## config.mk

```make
export PLATFORM = sky130hd
export DESIGN_NAME = stack_arbiter
export DESIGN_NICKNAME = d
export VERILOG_FILES = /design/src/rtl/stack_arbiter.sv
export SDC_FILE = /design/constraint.sdc
export NUM_CORES = 1
export LEC_CHECK = 0
export ABC_AREA = 1
export CORE_MARGIN = 3
export CORE_UTILIZATION = 44
export DETAILED_ROUTE_END_ITERATION = 8
export PLACE_DENSITY = 0.77
export SLEW_MARGIN = 0
export SYNTH_ARGS = -nofsm -noshare
export SYNTH_HDL_FRONTEND = slang
export SYNTH_SLANG_ARGS = --single-unit
```

## constraint.sdc

```tcl
create_clock -name Clk -period 1.8 [get_ports Clk]
set_input_delay 0.36 -clock Clk [delete_from_list [all_inputs] [get_ports Clk]]
set_output_delay 0.36 -clock Clk [all_outputs]
set_load 0.05 [all_outputs]
```

## src/rtl/stack_arbiter.sv

```systemverilog
`default_nettype none
// ============================================================================
// stack_arbiter : two-requester arbiter/sequencer for one shared push-down stack
// Optional: STACK_ARBITER_FIXED_PRIO_EN selects fixed priority (requester 0 wins)
// Revision: 1.0
// ============================================================================
module stack_arbiter #(
  parameter int DATAWIDTH = 8,
  parameter int ADDRWIDTH = 10
) (
  input  logic                 Clk,
  input  logic                 Rst,
  input  logic                 req0,
  input  logic                 req1,
  input  logic                 op0,
  input  logic                 op1,
  input  logic [DATAWIDTH-1:0] wdata0,
  input  logic [DATAWIDTH-1:0] wdata1,
  output logic                 ack0,
  output logic                 ack1,
  output logic                 err0,
  output logic                 err1,
  output logic [DATAWIDTH-1:0] rdata,
  output logic                 stk_en,
  output logic                 stk_pushpop,
  output logic [DATAWIDTH-1:0] stk_wdata,
  input  logic [DATAWIDTH-1:0] stk_rdata,
  output logic [ADDRWIDTH-1:0] level,
  output logic                 full,
  output logic                 empty
);

  typedef enum logic [1:0] {
    IDLE  = 2'd0,
    ISSUE = 2'd1,
    RESP  = 2'd2
  } state_t;

  localparam logic [ADDRWIDTH-1:0] c_full_level = '1;

  state_t               r_state;
  state_t               w_state_nxt;
  logic                 r_win;
  logic                 r_op;
  logic                 r_err;
  logic [DATAWIDTH-1:0] r_wdata;
  logic [DATAWIDTH-1:0] r_rdata;
  logic [ADDRWIDTH-1:0] r_level;
  logic                 w_grant;
  logic                 w_any_req;
  logic                 w_accept;

  assign w_any_req = req0 | req1;
  assign full      = (r_level == c_full_level);
  assign empty     = (r_level == '0);
  assign w_accept  = r_op ? !empty : !full;

`ifdef STACK_ARBITER_FIXED_PRIO_EN
  assign w_grant = !req0;
`else
  logic r_rr;

  // r_rr names the requester that wins the next simultaneous request
  assign w_grant = (req0 && req1) ? r_rr : req1;

  always_ff @(posedge Clk) begin
    if (Rst) begin
      r_rr <= 1'b0;
    end else if (r_state == RESP) begin
      r_rr <= !r_win;
    end
  end
`endif

  always_comb begin
    w_state_nxt = r_state;
    ack0        = 1'b0;
    ack1        = 1'b0;
    err0        = 1'b0;
    err1        = 1'b0;
    stk_en      = 1'b0;
    case (r_state)
      IDLE:  if (w_any_req) w_state_nxt = ISSUE;
      ISSUE: begin
        w_state_nxt = RESP;
        // a reset landing in ISSUE must not let the command reach the stack
        stk_en      = w_accept && !Rst;
      end
      RESP: begin
        w_state_nxt = IDLE;
        ack0        = !r_win && !Rst;
        ack1        = r_win && !Rst;
        err0        = !r_win && !Rst && r_err;
        err1        = r_win && !Rst && r_err;
      end
      default: w_state_nxt = IDLE;
    endcase
  end

  always_ff @(posedge Clk) begin
    if (Rst) begin
      r_state <= IDLE;
      r_win   <= 1'b0;
      r_op    <= 1'b0;
      r_err   <= 1'b0;
      r_wdata <= '0;
      r_rdata <= '0;
      r_level <= '0;
    end else begin
      r_state <= w_state_nxt;
      case (r_state)
        IDLE: begin
          if (w_any_req) begin
            r_win   <= w_grant;
            r_op    <= w_grant ? op1 : op0;
            r_wdata <= w_grant ? wdata1 : wdata0;
          end
        end
        ISSUE: begin
          r_err <= !w_accept;
          if (w_accept) begin
            if (r_op) begin
              r_rdata <= stk_rdata;
              r_level <= r_level - 1'b1;
            end else begin
              r_level <= r_level + 1'b1;
            end
          end
        end
        default: ;
      endcase
    end
  end

  // the latched command doubles as the stack drive, so it holds between commands
  assign stk_pushpop = r_op;
  assign stk_wdata   = r_wdata;
  assign rdata       = r_rdata;
  assign level       = r_level;

endmodule
`default_nettype wire

```

==> impl_metrics.tcl, run 1 <==
set metrics [dict create \
    outcome "finished, final reports clean" \
    die_y_um 69.2 \
    final_max_slew_viol_count 0 \
    worst_slack_ns 0.0673 \
    firstDrtPassIters 4 \
    syn_avg_cell_area_sq_um 6.74 \
    clk_latency_ns 0.27 \
    cts_tree "done" \
    criticalPathCategory "flop to output port" \
    finalCriticalPeriod_ns 1.73 \
    dpl_worst_slack_ns -0.00220 \
    timing.rr.start "stk_pushpop" \
    numCtsBuffers 5 \
    ys_types 30 \
    yosysMostFrequentCell "nand2_1" \
    slew_headroom_pct 64.2 \
    drt_iter0_markers 102 \
    die_area_sq_um 4790 \
    seq_area_sq_um 658 \
    yosys-top-cells-count "nand2_1 (75), nor2_1 (45), dfxtp_1 (32), o21ai_0 (23), inv_1 (20)" \
    leakage_nw 1.24 \
    critPathBufInv 2 \
    yosys_register_bits 32 \
    yosysTopAreaCellShare_pct 36.4 \
    ir_worst_vdd_mv 0.532 \
    n_fill_cell 332 \
    port_buffers 63 \
    drc 0 \
    cp-start-kind "flop" \
    synthArstFlopShare_pct 0 \
    synthesis.nets 300 \
    synthToLayoutAreaGrowth_pct 54.4 \
    min_from "r_state[1]" \
    grt_first_pass_wirelength_mm 7.51 \
    synth_largest_area_cell "dfxtp_1" \
    cp_common_cell "nand2_2" \
    cp_slowest_cell "dfxtp_2" \
    die_w_um 69.2 \
    htreeDepth 2 \
    worst_setup_path_end_kind "output port" \
    dp_hpwl_mm 3.44 \
    r2r_cells 9 \
    synth.cell_area_sq_um 1760 \
    root_buffer "clkbuf_8" \
    grt_remaining_overflow 0 \
    skew_ns 0.00372 \
    yosys_warnings 0 \
    wl_per_cell_um 11.9 \
    place.gp.congestion 0.890 \
    final_layout_size_suffix_gt1_share_pct 24.8 \
    pin_count 64 \
    rsz0062_at_grt "true" \
    reg2reg_slack_ns 0.15 \
    multi_input_area_sq_um 1090 \
    min_path_type "flop to flop" \
    hold_path_end "r_state[0]" \
    path_clk_slew_ns 0.06 \
    vias 1881 \
    critPathMaxStageDelay_ns 0.34 \
    grt_antenna_before_repair 0 \
    grt_pass1_vias 1663 \
    rr_endpoint "level[9]" \
    rows 22 \
    synthTopCellsByArea "dfxtp_1 (36%), nand2_1 (16%), nor2_1 (9.6%)" \
    p_per_area_nw_per_um2 859 \
    yosys_most_used_dff "dfxtp_1" \
    n_antenna_cell 0 \
    max_freq_mhz 577 \
    wl_mm 4.55 \
    synth.yosys.seq_area_share_pct 36.4 \
    finalHoldViolations 0 \
    cts.path.max_buffers 2 \
    final_antenna_net_count 0 \
    start_util_pct 47.0 \
    grt_max_degree 21 \
    critPathArrivalTime_ns 1.37 \
    nets 373 \
    clock_sinks 32 \
    vias_per_cell 4.91 \
    finalSetupViolations 0 \
    power.total_mw 2.33 \
    critPathRequiredTime_ns 1.44 \
    cp_cell_sequence "inv_2 -> nand2_2 -> nor2_2 -> nand2_2 -> a21oi_4 -> buf_12" \
    min_path_cells 1 \
    core_area_sq_um 3740 \
    grt.total_usage_pct 19.0 \
    syn_inst 261 \
    path_max_fanout 3 \
    worstMarginPinSlew_ns 0.535 \
    drv_cap 0 \
    post-route-period-util_pct 96.3 \
    synth-edff-count 0 \
    crit_family "flip-flops" \
]
## where the power goes
| part | internal (mW) | switching, mW | leakage, nW |
|---|---|---|---|
| clock | 0.311 | 0.242 | 0.0455 |
| sequential | 0.783 | 0.0701 | 0.268 |
| combinational | 0.360 | 0.565 | 0.925 |
## layer usage
layer	up-vias	GRT usage, %	wire length, um	part of all wire (%)
li1	990	-	-	-
met1	830	25.3	2100	46
met2	59	29.8	2080	46
met3	2	6.23	354	7.8
met4	0	4.56	8	0.18
met5	-	0	0	0
## per-stage QoR
| stage | utilization, % | TNS [ns] | instances | instance area (sq um) | hold slack, ns |
|---|---|---|---|---|---|
| finish | 72.5 | 0 | 383 | 2710 | 0.455 |
| global route | 72.5 | -0.0163 | 383 | 2710 | 0.480 |
| CTS | 71.1 | -0.00694 | 383 | 2660 | 0.487 |
| detailed placement | 67.8 | -0.00220 | 374 | 2540 | 0.452 |
| global placement | 67.8 | 0 | 374 | 2540 | 0.444 |
| floorplan | - | -0.329 | 261 | 1780 | 0.425 |
## layout by cell type, fill, tap and decap left out, types with 2 or more instances in the layout
cell             synthesis  layout
nand2_1                 75      73
a21oi_1                  9       8
nand2_2                  0       2
nor2_2                   1       4
nor3_2                   0       2
buf_12                   0       9
o21ai_1                  2       2
clkdlybuf4s50_1          0      28
buf_4                    0      34
a31oi_1                  9       9
clkbuf_1                 3       2
inv_1                   20      18
clkbuf_8                 0       6
nand3b_1                 2       2
o21ai_0                 23      23
nand3_1                  8       8
dfxtp_2                  0      11
dfxtp_1                 32      20
ha_1                     8       6
xnor2_1                  3       3
nor2_1                  45      42
inv_2                    1       3
nand4_1                  2       2
ha_4                     0       2
## sequential cells by signal, indices dropped and copies added, names as in the netlist
| signal | flops |
|---|---|
| level | 10 |
| r_err | 1 |
| r_rr | 1 |
| r_state | 2 |
| r_win | 1 |
| rdata | 8 |
| stk_pushpop | 1 |
| stk_wdata | 8 |
## repair_timing
action	4_1_cts	5_1_grt
pin swaps	1	2
setup buffers	1	0
cloned	0	0
hold buffers	0	0
endpoints found under the setup margin	2	7
gates resized for setup	7	19
## cells by family after synthesis
family                     after synthesis  share of synthesized area [%]
adders and majority gates                9                           6.83
DFF                                     32                           36.4
xor gates and xnor gates                 4                           1.99
and+or+nand+nor                        141                           33.0
AOI/OAI and AO/OA                       46                           15.1
buffers and inverters                   29                           6.69
## worst max path at each step
stage | startpoint | end | cells after the start
floorplan | level[0] | stk_en | 4
global placement | Rst | err1 | 4
detailed placement | Rst | err0 | 3
CTS | r_state[1] | err0 | 5
global route | level[0] | stk_en | 6
finish | r_state[1] | stk_en | 6
## final cells by class
class	instances	area share, %
multi-input cells	200	40.1
repair buffers	73	27.1
flip-flops and latches	32	24.3
clock buffers	8	3.32
inverters	22	3.04
well taps	48	2.21
No activity file was read; power rests on OpenSTA's default activity.
==> run 2, diff against run 1 <==
Settings changed: CORE_MARGIN 3 to 4.
==> impl_metrics.tcl, run 2 (synthesis results as in run 1) <==
set metrics [dict create \
    p_int_mw 1.40 \
    pin_count 64 \
    leakage_nw 1.26 \
    p_clk_share_pct 22.4 \
    final_max_slew_viol_count 0 \
    drt_iter0_markers 97 \
    path_clk_slew_ns 0.06 \
    p_comb_share_pct 40.1 \
    crit_family "compound AO/OA/AOI/OAI gates" \
    grt_antenna_before_repair 0 \
    sw_frac_of_total_pct 38.4 \
    outcome "finished, final reports clean" \
    final_antenna_net_count 0 \
    post-route-period-util_pct 97.6 \
    core_area_sq_um 3770 \
    numCtsBuffers 5 \
    grt.total_usage_pct 18.3 \
    max_freq_mhz 569 \
    skew_ns 0.00324 \
    setup_tns_ns 0 \
    grt_max_degree 21 \
    cts_hold_buf 0 \
    firstDrtPassIters 4 \
    finalSetupViolations 0 \
    slew_headroom_pct 66.0 \
    path_max_fanout 3 \
    wl_per_cell_um 11.8 \
    n_antenna_cell 0 \
    cp_cell_sequence "inv_2 -> nand3_1 -> o21bai_4 -> a21oi_4 -> buf_12" \
    clk_latency_ns 0.28 \
    vias 1880 \
    p_switching_uw 872 \
    cts_tree "done" \
    drc 0 \
    final_layout_size_suffix_gt1_share_pct 23.6 \
    largest_reg_flops 10 \
    grt_first_pass_wirelength_mm 7.53 \
    cts.path.max_buffers 2 \
    finalCriticalPeriod_ns 1.76 \
    drv_cap 0 \
    critPathMaxStageDelay_ns 0.34 \
    critPathArrivalTime_ns 1.40 \
    critPathRequiredTime_ns 1.44 \
    place.gp.congestion 0.882 \
    pwr-share-seq_pct 37.6 \
    die_y_um 71.2 \
    rows 22 \
    finalHoldViolations 0 \
    rsz0062_at_grt "true" \
    htreeDepth 2 \
    vias_per_cell 4.91 \
    start_util_pct 46.6 \
    root_buffer "clkbuf_8" \
    mostFrequentLayoutCells "nand2_1 (72), nor2_1 (42), buf_4 (36), clkdlybuf4s50_1 (28)" \
    p_per_area_nw_per_um2 845 \
    criticalPathCategory "flop to output port" \
    finalInstanceArea_sq_um 2690 \
    place_area_sq_um 2530 \
    die_area_sq_um 5070 \
    final_common_cell "nand2_1" \
    die_w_um 71.2 \
    power.total_mw 2.27 \
    grt_pass1_vias 1710 \
    dp_hpwl_mm 3.50 \
    ir_worst_vdd_mv 0.565 \
    critPathBufInv 2 \
    port_buffers 63 \
    clock_sinks 32 \
    worst_setup_path_end_kind "output port" \
    grt_remaining_overflow 0 \
    worstMarginPinSlew_ns 0.509 \
    cp-start-kind "flop" \
    nets 374 \
    cp_slowest_cell "dfxtp_1" \
    synthToLayoutAreaGrowth_pct 52.7 \
    min_path_type "flop to flop" \
    wl_mm 4.54 \
]
[run 2: routing by layer]
| layer | up-vias | wire (um) | GRT usage [%] |
|---|---|---|---|
| li1 | 993 | - | - |
| met1 | 826 | 1990 | 23.5 |
| met2 | 57 | 2100 | 29.3 |
| met3 | 4 | 406 | 6.45 |
| met4 | 0 | 42 | 5.01 |
| met5 | - | 0 | 0 |
[run 2: timing repair]
action                     CTS  global route
resized for setup            6            14
setup endpoints to repair    4             6
buffers inserted             2             1
pin swaps                    1             3
[run 2: layout make-up]
| cell class | instances | area [sq um] |
|---|---|---|
| clock inverters | 1 | 5.00 |
| repair buffers | 74 | 743 |
| inverters | 22 | 82.6 |
| multi-input cells | 200 | 1070 |
| well taps | 48 | 60.1 |
| flip-flops and latches | 32 | 654 |
| clock buffers | 6 | 72.6 |
| fillers | 306 | 1090 |
[run 2: tightest hold or removal path: stages, from the launching register on]
cell	delay, ns
dfxtp_1	0.29
inv_1	0.07
a21oi_1	0.06
[run 2: path summary, 6_finish.rpt]
check	cells after the start	startpoint	end	slack [ns]
worst max register to register	8	stk_pushpop	level[6]	0.11
worst max-delay path	5	r_state[1]	stk_en	0.04
worst min register to register	2	r_rr	r_rr	0.46
worst min-delay path	2	r_rr	r_rr	0.46
[run 2: per-stage QoR]
step / instances / setup slack, ns / utilization [%] / hold WS (ns)
final: 383 / 0.0432 / 71.2 / 0.461
after CTS: 382 / -0.0122 / 70.0 / 0.455
after detailed placement: 373 / -0.0101 / 67.1 / 0.446
after global placement: 373 / 0.00918 / 67.1 / 0.439
after floorplan: 261 / -0.164 / - / 0.425
after global routing: 383 / -0.0155 / 71.2 / 0.496
[run 2: power groups by stage]
stage | Clock, mW | Sequential, mW | Combinational, mW
after detailed placement | 0 | 0.869 | 0.877
after global routing | 0.556 | 0.864 | 0.979
final | 0.507 | 0.852 | 0.909
after floorplan | 0 | 1.05 | 0.378
after CTS | 0.519 | 0.845 | 0.903
after global placement | 0 | 0.868 | 0.868
==> run 3, diff against run 2 <==
Settings changed: CORE_MARGIN 4 to 3.
==> results of run 3 <==
No change in the layout: final DEF, timing and power equal those of run 1.
